[config.mk]
export PLATFORM = sky130hd
export DESIGN_NAME = multicycle_controller
export DESIGN_NICKNAME = d
export VERILOG_FILES = /design/src/rtl/multicycle_controller_pkg.sv /design/src/rtl/multicycle_controller.sv
export SDC_FILE = /design/constraint.sdc
export NUM_CORES = 1
export LEC_CHECK = 0
export CORE_MARGIN = 2
export CORE_UTILIZATION = 52
export CTS_CLUSTER_SIZE = 12
export DETAILED_ROUTE_END_ITERATION = 16
export PLACE_DENSITY = 0.82
export SYNTH_ARGS = -nofsm -noshare
export SYNTH_HDL_FRONTEND = slang
export SYNTH_SLANG_ARGS = --single-unit
[constraint.sdc]
create_clock -name clk -period 4 [get_ports clk]
set_input_delay 0.4 -clock clk [delete_from_list [all_inputs] [get_ports clk]]
set_output_delay 0.4 -clock clk [all_outputs]
set_load 0.05 [all_outputs]
[src/rtl/multicycle_controller_pkg.sv]
// Shared definitions for the multicycle controller: opcodes, ALU op codes, state encodings.
// Latency: n/a (constants and types only).
// Backpressure: n/a.
package multicycle_controller_pkg;

  // Instruction opcodes (6-bit MIPS-style encodings)
  localparam logic [5:0] OP_R_TYPE = 6'h00;
  localparam logic [5:0] OP_J      = 6'h02;
  localparam logic [5:0] OP_BEQ    = 6'h04;
  localparam logic [5:0] OP_ADDI   = 6'h08;
  localparam logic [5:0] OP_ANDI   = 6'h0C;
  localparam logic [5:0] OP_ORI    = 6'h0D;
  localparam logic [5:0] OP_LW     = 6'h23;
  localparam logic [5:0] OP_SW     = 6'h2B;

  // ALU operation codes. NOP is zero so an all-zero control word is idle.
  localparam logic [2:0] ALU_NOP    = 3'd0;
  localparam logic [2:0] ALU_ADD    = 3'd1;
  localparam logic [2:0] ALU_SUB    = 3'd2;
  localparam logic [2:0] ALU_AND    = 3'd3;
  localparam logic [2:0] ALU_OR     = 3'd4;
  localparam logic [2:0] ALU_R_TYPE = 3'd5;

  // Controller state encodings, visible on the state output
  typedef enum logic [3:0] {
    S_FETCH    = 4'd0,
    S_DECODE   = 4'd1,
    S_MEM_ADDR = 4'd2,
    S_MEM_RD   = 4'd3,
    S_MEM_WB   = 4'd4,
    S_MEM_WR   = 4'd5,
    S_EXEC_R   = 4'd6,
    S_R_WB     = 4'd7,
    S_EXEC_I   = 4'd8,
    S_I_WB     = 4'd9,
    S_BRANCH   = 4'd10,
    S_JUMP     = 4'd11
  } ctrl_state_t;

endpackage

[src/rtl/multicycle_controller.sv]
// Moore control FSM for a multicycle CPU datapath, with retired-instruction counter.
// Latency: BEQ/J 3, R/I-type/SW 4, LW 5 cycles; +1 per memory wait cycle.
// Backpressure: FETCH, MEM_RD and MEM_WR hold while mem_ready=0.
// Ports: clk, reset_n (sync, active-low); opcode, zero, mem_ready in;
//   datapath control strobes/selects, state, instr_count, illegal_op out.
module multicycle_controller
  import multicycle_controller_pkg::*;
#(
  parameter int LEN_OP_CODE = 6,
  parameter int LEN_ALU_OP  = 3
) (
  input  logic                   clk,
  input  logic                   reset_n,
  input  logic [LEN_OP_CODE-1:0] opcode,
  input  logic                   zero,
  input  logic                   mem_ready,
  output logic                   pc_en,
  output logic                   i_or_d,
  output logic                   ir_write,
  output logic                   mem_read,
  output logic                   mem_write,
  output logic                   alu_src_a,
  output logic                   reg_dst,
  output logic                   reg_write,
  output logic                   mem_to_reg,
  output logic                   instr_done,
  output logic                   illegal_op,
  output logic [1:0]             pc_src,
  output logic [1:0]             alu_src_b,
  output logic [LEN_ALU_OP-1:0]  alu_op,
  output logic [3:0]             state,
  output logic [31:0]            instr_count
);

  ctrl_state_t state_q, state_d;

  logic is_r, is_j, is_beq, is_addi, is_andi, is_ori, is_lw, is_sw;

  assign is_r    = (opcode == LEN_OP_CODE'(OP_R_TYPE));
  assign is_j    = (opcode == LEN_OP_CODE'(OP_J));
  assign is_beq  = (opcode == LEN_OP_CODE'(OP_BEQ));
  assign is_addi = (opcode == LEN_OP_CODE'(OP_ADDI));
  assign is_andi = (opcode == LEN_OP_CODE'(OP_ANDI));
  assign is_ori  = (opcode == LEN_OP_CODE'(OP_ORI));
  assign is_lw   = (opcode == LEN_OP_CODE'(OP_LW));
  assign is_sw   = (opcode == LEN_OP_CODE'(OP_SW));

  assign state = state_q;

  always_ff @(posedge clk) begin
    if (!reset_n) begin
      state_q     <= S_FETCH;
      instr_count <= 32'd0;
    end else begin
      state_q <= state_d;
      if (instr_done) instr_count <= instr_count + 32'd1;
    end
  end

  always_comb begin
    state_d    = state_q;
    pc_en      = 1'b0;
    i_or_d     = 1'b0;
    ir_write   = 1'b0;
    mem_read   = 1'b0;
    mem_write  = 1'b0;
    alu_src_a  = 1'b0;
    reg_dst    = 1'b0;
    reg_write  = 1'b0;
    mem_to_reg = 1'b0;
    instr_done = 1'b0;
    illegal_op = 1'b0;
    pc_src     = 2'b00;
    alu_src_b  = 2'b00;
    alu_op     = LEN_ALU_OP'(ALU_NOP);

    case (state_q)
      S_FETCH: begin
        mem_read  = 1'b1;
        alu_src_b = 2'b01;
        alu_op    = LEN_ALU_OP'(ALU_ADD);
        // IR load and PC+4 only commit in the cycle the fetch completes
        ir_write  = mem_ready;
        pc_en     = mem_ready;
        if (mem_ready) state_d = S_DECODE;
      end
      S_DECODE: begin
        // Branch target precomputed here while the opcode is decoded
        alu_src_b = 2'b11;
        alu_op    = LEN_ALU_OP'(ALU_ADD);
        if (is_lw || is_sw)                  state_d = S_MEM_ADDR;
        else if (is_r)                       state_d = S_EXEC_R;
        else if (is_addi || is_ori || is_andi) state_d = S_EXEC_I;
        else if (is_beq)                     state_d = S_BRANCH;
        else if (is_j)                       state_d = S_JUMP;
        else begin
          illegal_op = 1'b1;
          state_d    = S_FETCH;
        end
      end
      S_MEM_ADDR: begin
        alu_src_a = 1'b1;
        alu_src_b = 2'b10;
        alu_op    = LEN_ALU_OP'(ALU_ADD);
        state_d   = is_lw ? S_MEM_RD : S_MEM_WR;
      end
      S_MEM_RD: begin
        mem_read = 1'b1;
        i_or_d   = 1'b1;
        if (mem_ready) state_d = S_MEM_WB;
      end
      S_MEM_WB: begin
        reg_write  = 1'b1;
        mem_to_reg = 1'b1;
        instr_done = 1'b1;
        state_d    = S_FETCH;
      end
      S_MEM_WR: begin
        mem_write = 1'b1;
        i_or_d    = 1'b1;
        if (mem_ready) begin
          instr_done = 1'b1;
          state_d    = S_FETCH;
        end
      end
      S_EXEC_R: begin
        alu_src_a = 1'b1;
        alu_op    = LEN_ALU_OP'(ALU_R_TYPE);
        state_d   = S_R_WB;
      end
      S_R_WB: begin
        reg_write  = 1'b1;
        reg_dst    = 1'b1;
        instr_done = 1'b1;
        state_d    = S_FETCH;
      end
      S_EXEC_I: begin
        alu_src_a = 1'b1;
        alu_src_b = 2'b10;
        if (is_ori)       alu_op = LEN_ALU_OP'(ALU_OR);
        else if (is_andi) alu_op = LEN_ALU_OP'(ALU_AND);
        else              alu_op = LEN_ALU_OP'(ALU_ADD);
        state_d = S_I_WB;
      end
      S_I_WB: begin
        reg_write  = 1'b1;
        instr_done = 1'b1;
        state_d    = S_FETCH;
      end
      S_BRANCH: begin
        alu_src_a  = 1'b1;
        alu_op     = LEN_ALU_OP'(ALU_SUB);
        pc_src     = 2'b01;
        pc_en      = zero;
        instr_done = 1'b1;
        state_d    = S_FETCH;
      end
      S_JUMP: begin
        pc_src     = 2'b10;
        pc_en      = 1'b1;
        instr_done = 1'b1;
        state_d    = S_FETCH;
      end
      default: state_d = S_FETCH;
    endcase

    // Reset is synchronous, but the datapath must see an idle control word
    // for the whole cycle reset_n is low, whatever state is still held.
    if (!reset_n) begin
      pc_en      = 1'b0;
      i_or_d     = 1'b0;
      ir_write   = 1'b0;
      mem_read   = 1'b0;
      mem_write  = 1'b0;
      alu_src_a  = 1'b0;
      reg_dst    = 1'b0;
      reg_write  = 1'b0;
      mem_to_reg = 1'b0;
      instr_done = 1'b0;
      illegal_op = 1'b0;
      pc_src     = 2'b00;
      alu_src_b  = 2'b00;
      alu_op     = LEN_ALU_OP'(ALU_NOP);
    end
  end

endmodule

==> results.json, run 1 <==
{
  "internal_power_mw": 0.583,
  "antenna_found_initial": 0,
  "fin_cells": 400,
  "slew_headroom_pct": 33.4,
  "synth_seq_cells": 36,
  "vdd.ir_drop.worst_mv": 0.163,
  "grt-ovfl-total": 0,
  "p_per_area_nw_per_um2": 263,
  "ctsHoldBuffers": 0,
  "postLayoutCellArea_um2": 3040,
  "synthesis.nets": 306,
  "ctsResizeCount": 0,
  "core_area_um2": 4320,
  "synth_edf_count": 0,
  "hpwl_mm": 4.12,
  "synth_ff_type": "dfxtp_1",
  "root_buffer": "clkbuf_8",
  "worst_setup_path_start_kind": "register",
  "clk_latency_ps": 300,
  "yosysSeqAreaShare_pct": 31.0,
  "via_per_inst": 6.16,
  "io_pins": 64,
  "power_switching_mw": 0.215,
  "die_x_um": 70.9,
  "yosysWarningCount": 0,
  "period_share_pct": 82.2,
  "rows": 24,
  "yosys.area.top_type_share_pct": 31.0,
  "async_flop_share_pct": 0,
  "seq_power_share_pct": 46.2,
  "worstPathArrival_ps": 2890,
  "drt_iter0_markers": 194,
  "period_needed_ps": 3290,
  "rsz0062_at_grt": "false",
  "cts.sinks": 36,
  "synth_area_per_cell_um2": 7.89,
  "routedWlPerCell_um": 14.9,
  "crit_type": "register to primary output",
  "hp-class": "register to register",
  "dr.pass1.iters": 5,
  "path_clk_slew_ps": 70,
  "initial_core_util_pct": 53.8,
  "die_area_um2": 5030,
  "reg2reg_depth": 4,
  "crit_fanout": 45,
  "ant_nets": 0,
  "cts_tree": "built",
  "p_leak_nw": 0.991,
  "dp_slack_ps": 979,
  "synth_largest_area_cell": "dfxtp_1",
  "gp_congestion": 0.882,
  "worst_setup_path_startpoint": "state[1]",
  "p_comb_share_pct": 13.1,
  "grt_pass1_wl_mm": 10.2,
  "syn_inst": 295,
  "drive_gt1_share_pct": 6.90,
  "maxSlewViolCount": 0,
  "synth.most_common_cell": "dfxtp_1",
  "setup_ws_ps": 714,
  "port_buffers": 63,
  "clkPwrFrac_pct": 40.7,
  "die_h_um": 70.9,
  "place_area_um2": 2930,
  "end_kind": "primary output",
  "finalWirelength_mm": 5.95,
  "holdPathStages": 2,
  "max_cap_viol_count": 0,
  "r2r_start": "state[1]",
  "status": "finished, final reports clean",
  "worstMarginPinSlew_ps": 994,
  "synthToLayoutAreaGrowth_pct": 30.5,
  "nets": 358,
  "routed-via-count": 2463,
  "setup_violations": 0,
  "synth_area_leaders": "dfxtp_1 (31%), a21oi_1 (7.5%), o31ai_1 (5.5%)",
  "htree_levels": 2,
  "grt_max_degree": 46,
  "synth_cell_types": 52,
  "dp_cells": 392,
  "skew_ps": 6.25,
  "grt_usage_pct": 24.6,
  "postCtsSetupRepairBufs": 0,
  "final_hold_viol_count": 0,
  "grt_pass1_vias": 2281,
  "finalPower_mw": 0.798,
  "cts_buffers": 5,
  "required_ps": 3600,
  "clock_path_buffers": 2,
  "tns_ps": 0,
  "synth_area_um2": 2330,
  "swShare_pct": 27.0,
  "drc": 0,
  "num_antenna_cells": 0,
  "fmax_ghz": 0.304,
  "hp-start": "instr_count[31]",
  "synth_common_cells": "dfxtp_1 (36), a21oi_1 (35), nand2_1 (24), nor2_1 (21)"
}
[metal layers]
layer | vias to the layer above | wire [um] | part of all wire [%] | track usage (%)
li1 | 1223 | - | - | -
met1 | 1140 | 2710 | 45 | 31.7
met2 | 91 | 2750 | 46 | 40.6
met3 | 9 | 397 | 6.7 | 5.56
met4 | 0 | 102 | 1.7 | 8.60
met5 | - | 0 | 0 | 0
[cell usage in the layout (no fill, tap or decap), types with 2 or more instances in the layout]
cell type and n:
inv_1 6, mux2i_1 9, o31ai_1 17, clkdlybuf4s50_1 60, xor2_2 2, o21ai_0 10
and3_1 8, buf_4 6, nand2_1 24, nor3b_1 5, nor2_1 21, or3_1 7
nand3_1 13, clkbuf_8 5, a2111oi_0 2, nand2b_1 11, dfxtp_1 36, nand4_1 8
nor2b_1 2, or2_2 2, or4_1 17, nor4_1 6, a21oi_1 35, nor3_1 3
and4_1 5
[critical path, cell delays in order (launching register included)]
cell             delay, ps
dfxtp_1                740
xor2_2                 210
o211ai_4               830
nor2_1                  80
clkdlybuf4s50_1        730
[power by group through the flow]
stage / Clock, mW / Sequential (mW) / Combinational [mW]
4_1_cts: 0.328 / 0.368 / 0.105
6_report: 0.325 / 0.368 / 0.105
3_3_place_gp: 0 / 0.376 / 0.103
3_5_place_dp: 0 / 0.377 / 0.103
5_1_grt: 0.346 / 0.369 / 0.112
2_1_floorplan: 0 / 0.375 / 0.0680
[state kept, by name, summed over array words and instances, names as in the netlist]
register	flops
instr_count	32
state	4
[cells by family after synthesis]
group / count (synthesis) / share of synthesized area [%]
compound gates: 78 / 21.5
xor+xnor: 3 / 1.77
fa+ha+maj: 1 / 0.537
buf+inv: 27 / 5.59
flops: 36 / 31.0
mux: 9 / 3.87
simple gates: 141 / 35.8
[stage by stage]
step	util (%)	hold slack, ps
after floorplan	-	550
after global placement	67.8	458
after detailed placement	67.8	462
after CTS	70.3	480
after global routing	70.3	514
final	70.3	473
[final timing paths]
path                     end  slack (ps)
max               instr_done         710
min          instr_count[31]         470
max reg2reg  instr_count[29]        1740
min reg2reg  instr_count[31]         470
[final cells by class]
cell class,count,area (um^2)
clock inverters,2,35.0
well taps,52,65.1
repair buffers,66,646
multi-input cells,232,1480
inverters,6,22.5
clock buffers,6,72.6
fillers,372,1280
flip-flops and latches,36,721
(Power assumes the default switching activity.)
==> run 2, diff against run 1 <==
- CORE_UTILIZATION: 52 -> 44
- PLACE_DENSITY: 0.82 -> 0.74
- clock period: 4 -> 3 ns (I/O delays scaled with it)
==> run 2 against run 1 <==
  * Hold slack improved by 4.7 ps
  * Final area increased by 2.3%
  * Sequential share of layout area is 0.54 points lower
  * Non-clock buffer count increased by 3
  * Largest cell class unchanged
  * Count of clock-buffer cells in the layout is 1 higher
  * Clock skew is essentially flat
  * Die area up 17%
==> results.json, run 2 (synthesized netlist as in run 1, its figures left out) <==
{
  "ctsHoldBuffers": 0,
  "root_buffer": "clkbuf_8",
  "finalWirelength_mm": 5.93,
  "power_switching_mw": 0.278,
  "nets": 361,
  "fmax_ghz": 0.368,
  "core_area_um2": 5110,
  "drc": 0,
  "regMostFlops": "instr_count",
  "final_common_cell": "clkdlybuf4s50_1",
  "largest_reg_flops": 32,
  "clock_path_buffers": 2,
  "p_per_area_nw_per_um2": 324,
  "place_area_um2": 3020,
  "routed-via-count": 2442,
  "num_antenna_cells": 0,
  "cts_tree": "built",
  "rrSetupSlack_ps": 920,
  "grt_use_met2_pct": 33.2,
  "crit_fanout": 7,
  "ctsResizeCount": 0,
  "cts.sinks": 36,
  "io_pins": 64,
  "worst_setup_path_start_kind": "input pin",
  "max_cap_viol_count": 0,
  "rows": 26,
  "hpwl_mm": 4.24,
  "synthToLayoutAreaGrowth_pct": 33.6,
  "rsz0062_at_grt": "false",
  "p_comb_share_pct": 16.3,
  "htree_levels": 2,
  "drt_iter0_markers": 222,
  "clk_latency_ps": 280,
  "final_hold_viol_count": 0,
  "required_ps": 2700,
  "postLayoutCellArea_um2": 3110,
  "path_clk_slew_ps": 80,
  "skew_ps": 6.66,
  "grt_usage_pct": 20.4,
  "min_to": "instr_count[31]",
  "worstMarginPinSlew_ps": 1010,
  "routedWlPerCell_um": 14.1,
  "cpMostUsedCell": "clkdlybuf4s50_1",
  "reg2reg_depth": 4,
  "antenna_found_initial": 0,
  "crit_type": "input pin to primary output",
  "ant_nets": 0,
  "grt_pass1_wl_mm": 10.1,
  "die_area_um2": 5890,
  "r2r_start": "state[2]",
  "p_leak_nw": 1.04,
  "setup_violations": 0,
  "grt-ovfl-total": 0,
  "drive_gt1_share_pct": 11.7,
  "status": "finished, final reports clean",
  "period_needed_ps": 2720,
  "end_kind": "primary output",
  "layout_common_cells": "clkdlybuf4s50_1 (46), dfxtp_1 (36), a21oi_1 (35)",
  "internal_power_mw": 0.729,
  "r2r-end": "instr_count[26]",
  "postCtsSetupRepairBufs": 0,
  "dp_cells": 413,
  "cts_buffers": 5,
  "worstPathCellList": "clkdlybuf4s50_1 > and3_1 > o21ai_0 > nand3_1 > a21oi_1 > clkdlybuf4s50_1",
  "holdPathStages": 2,
  "dr.pass1.iters": 4,
  "via_per_inst": 5.80,
  "hp-start": "instr_count[31]",
  "initial_core_util_pct": 45.6,
  "path_delay_family": "buffers and inverters",
  "hp-class": "register to register",
  "die_x_um": 76.7,
  "clkPwrFrac_pct": 35.9,
  "utilization_pct": 60.9,
  "gp_congestion": 0.865,
  "tns_ps": 0,
  "die_h_um": 76.7,
  "port_buffers": 63,
  "maxSlewViolCount": 0,
  "grt_max_degree": 46,
  "seq_power_share_pct": 47.8,
  "cpPeakStageDelay_ps": 820,
  "period_share_pct": 90.7,
  "grt_pass1_vias": 2220,
  "swShare_pct": 27.6,
  "vdd.ir_drop.worst_mv": 0.162,
  "crit_path_top_delay_cell": "clkdlybuf4s50_1",
  "cp.buffers_inverters": 2,
  "worstPathArrival_ps": 2420,
  "use_met3_pct": 5.65,
  "grtUsageMet1_pct": 25.7,
  "top_usage_layer": "met2",
  "fin_cells": 421,
  "slew_headroom_pct": 32.6
}
run 2: cell types whose count changed in the layout (fill, tap and decap cells not counted):
cell,delta
clkinvlp_4,+1
clkinv_2,-1
clkdlybuf4s50_1,-14
buf_4,+11
clkbuf_8,+1
bufinv_16,-1
buf_12,+6
run 2: worst max path at each step:
stage	start	end	slack (ps)	cells after the start
after floorplan	state[0]	pc_en	280	6
after global placement	opcode[0]	illegal_op	320	6
after detailed placement	opcode[0]	illegal_op	290	6
after CTS	opcode[0]	illegal_op	270	6
after global routing	opcode[0]	illegal_op	140	6
final	opcode[0]	illegal_op	280	6
run 2: layout make-up:
| cell class | instances | area (um^2) |
|---|---|---|
| clock buffers | 7 | 86.3 |
| clock inverters | 1 | 7.51 |
| well taps | 70 | 87.6 |
| flip-flops and latches | 36 | 721 |
| multi-input cells | 232 | 1480 |
| repair buffers | 69 | 708 |
| inverters | 6 | 22.5 |
| fillers | 469 | 2000 |
run 2: routing by layer:
metal,share of wire (%),up-vias
li1,-,1225
met1,45,1148
met2,48,65
met3,7.2,4
met4,0.71,0
met5,0,-
run 2: power groups by stage:
stage          registers, mW  clock network, mW  logic, mW
3_5_place_dp           0.493                  0      0.164
6_report               0.481              0.361      0.165
4_1_cts                0.481              0.373      0.165
5_1_grt                0.482              0.392      0.177
2_1_floorplan          0.500                  0     0.0907
3_3_place_gp           0.492                  0      0.163
run 2: worst min-delay path: cells and delay by family, from the launching register on:
kind | cells | cell delay [ps]
DFF | 1 | 320
muxes | 1 | 60
and+or+nand+nor | 1 | 50
run 2: stage by stage:
step	worst slack (ps)	hold slack [ps]	power, mW
3_5_place_dp	287	466	0.657
3_3_place_gp	324	461	0.655
4_1_cts	273	480	1.02
2_1_floorplan	276	450	0.591
5_1_grt	141	502	1.05
6_report	280	478	1.01
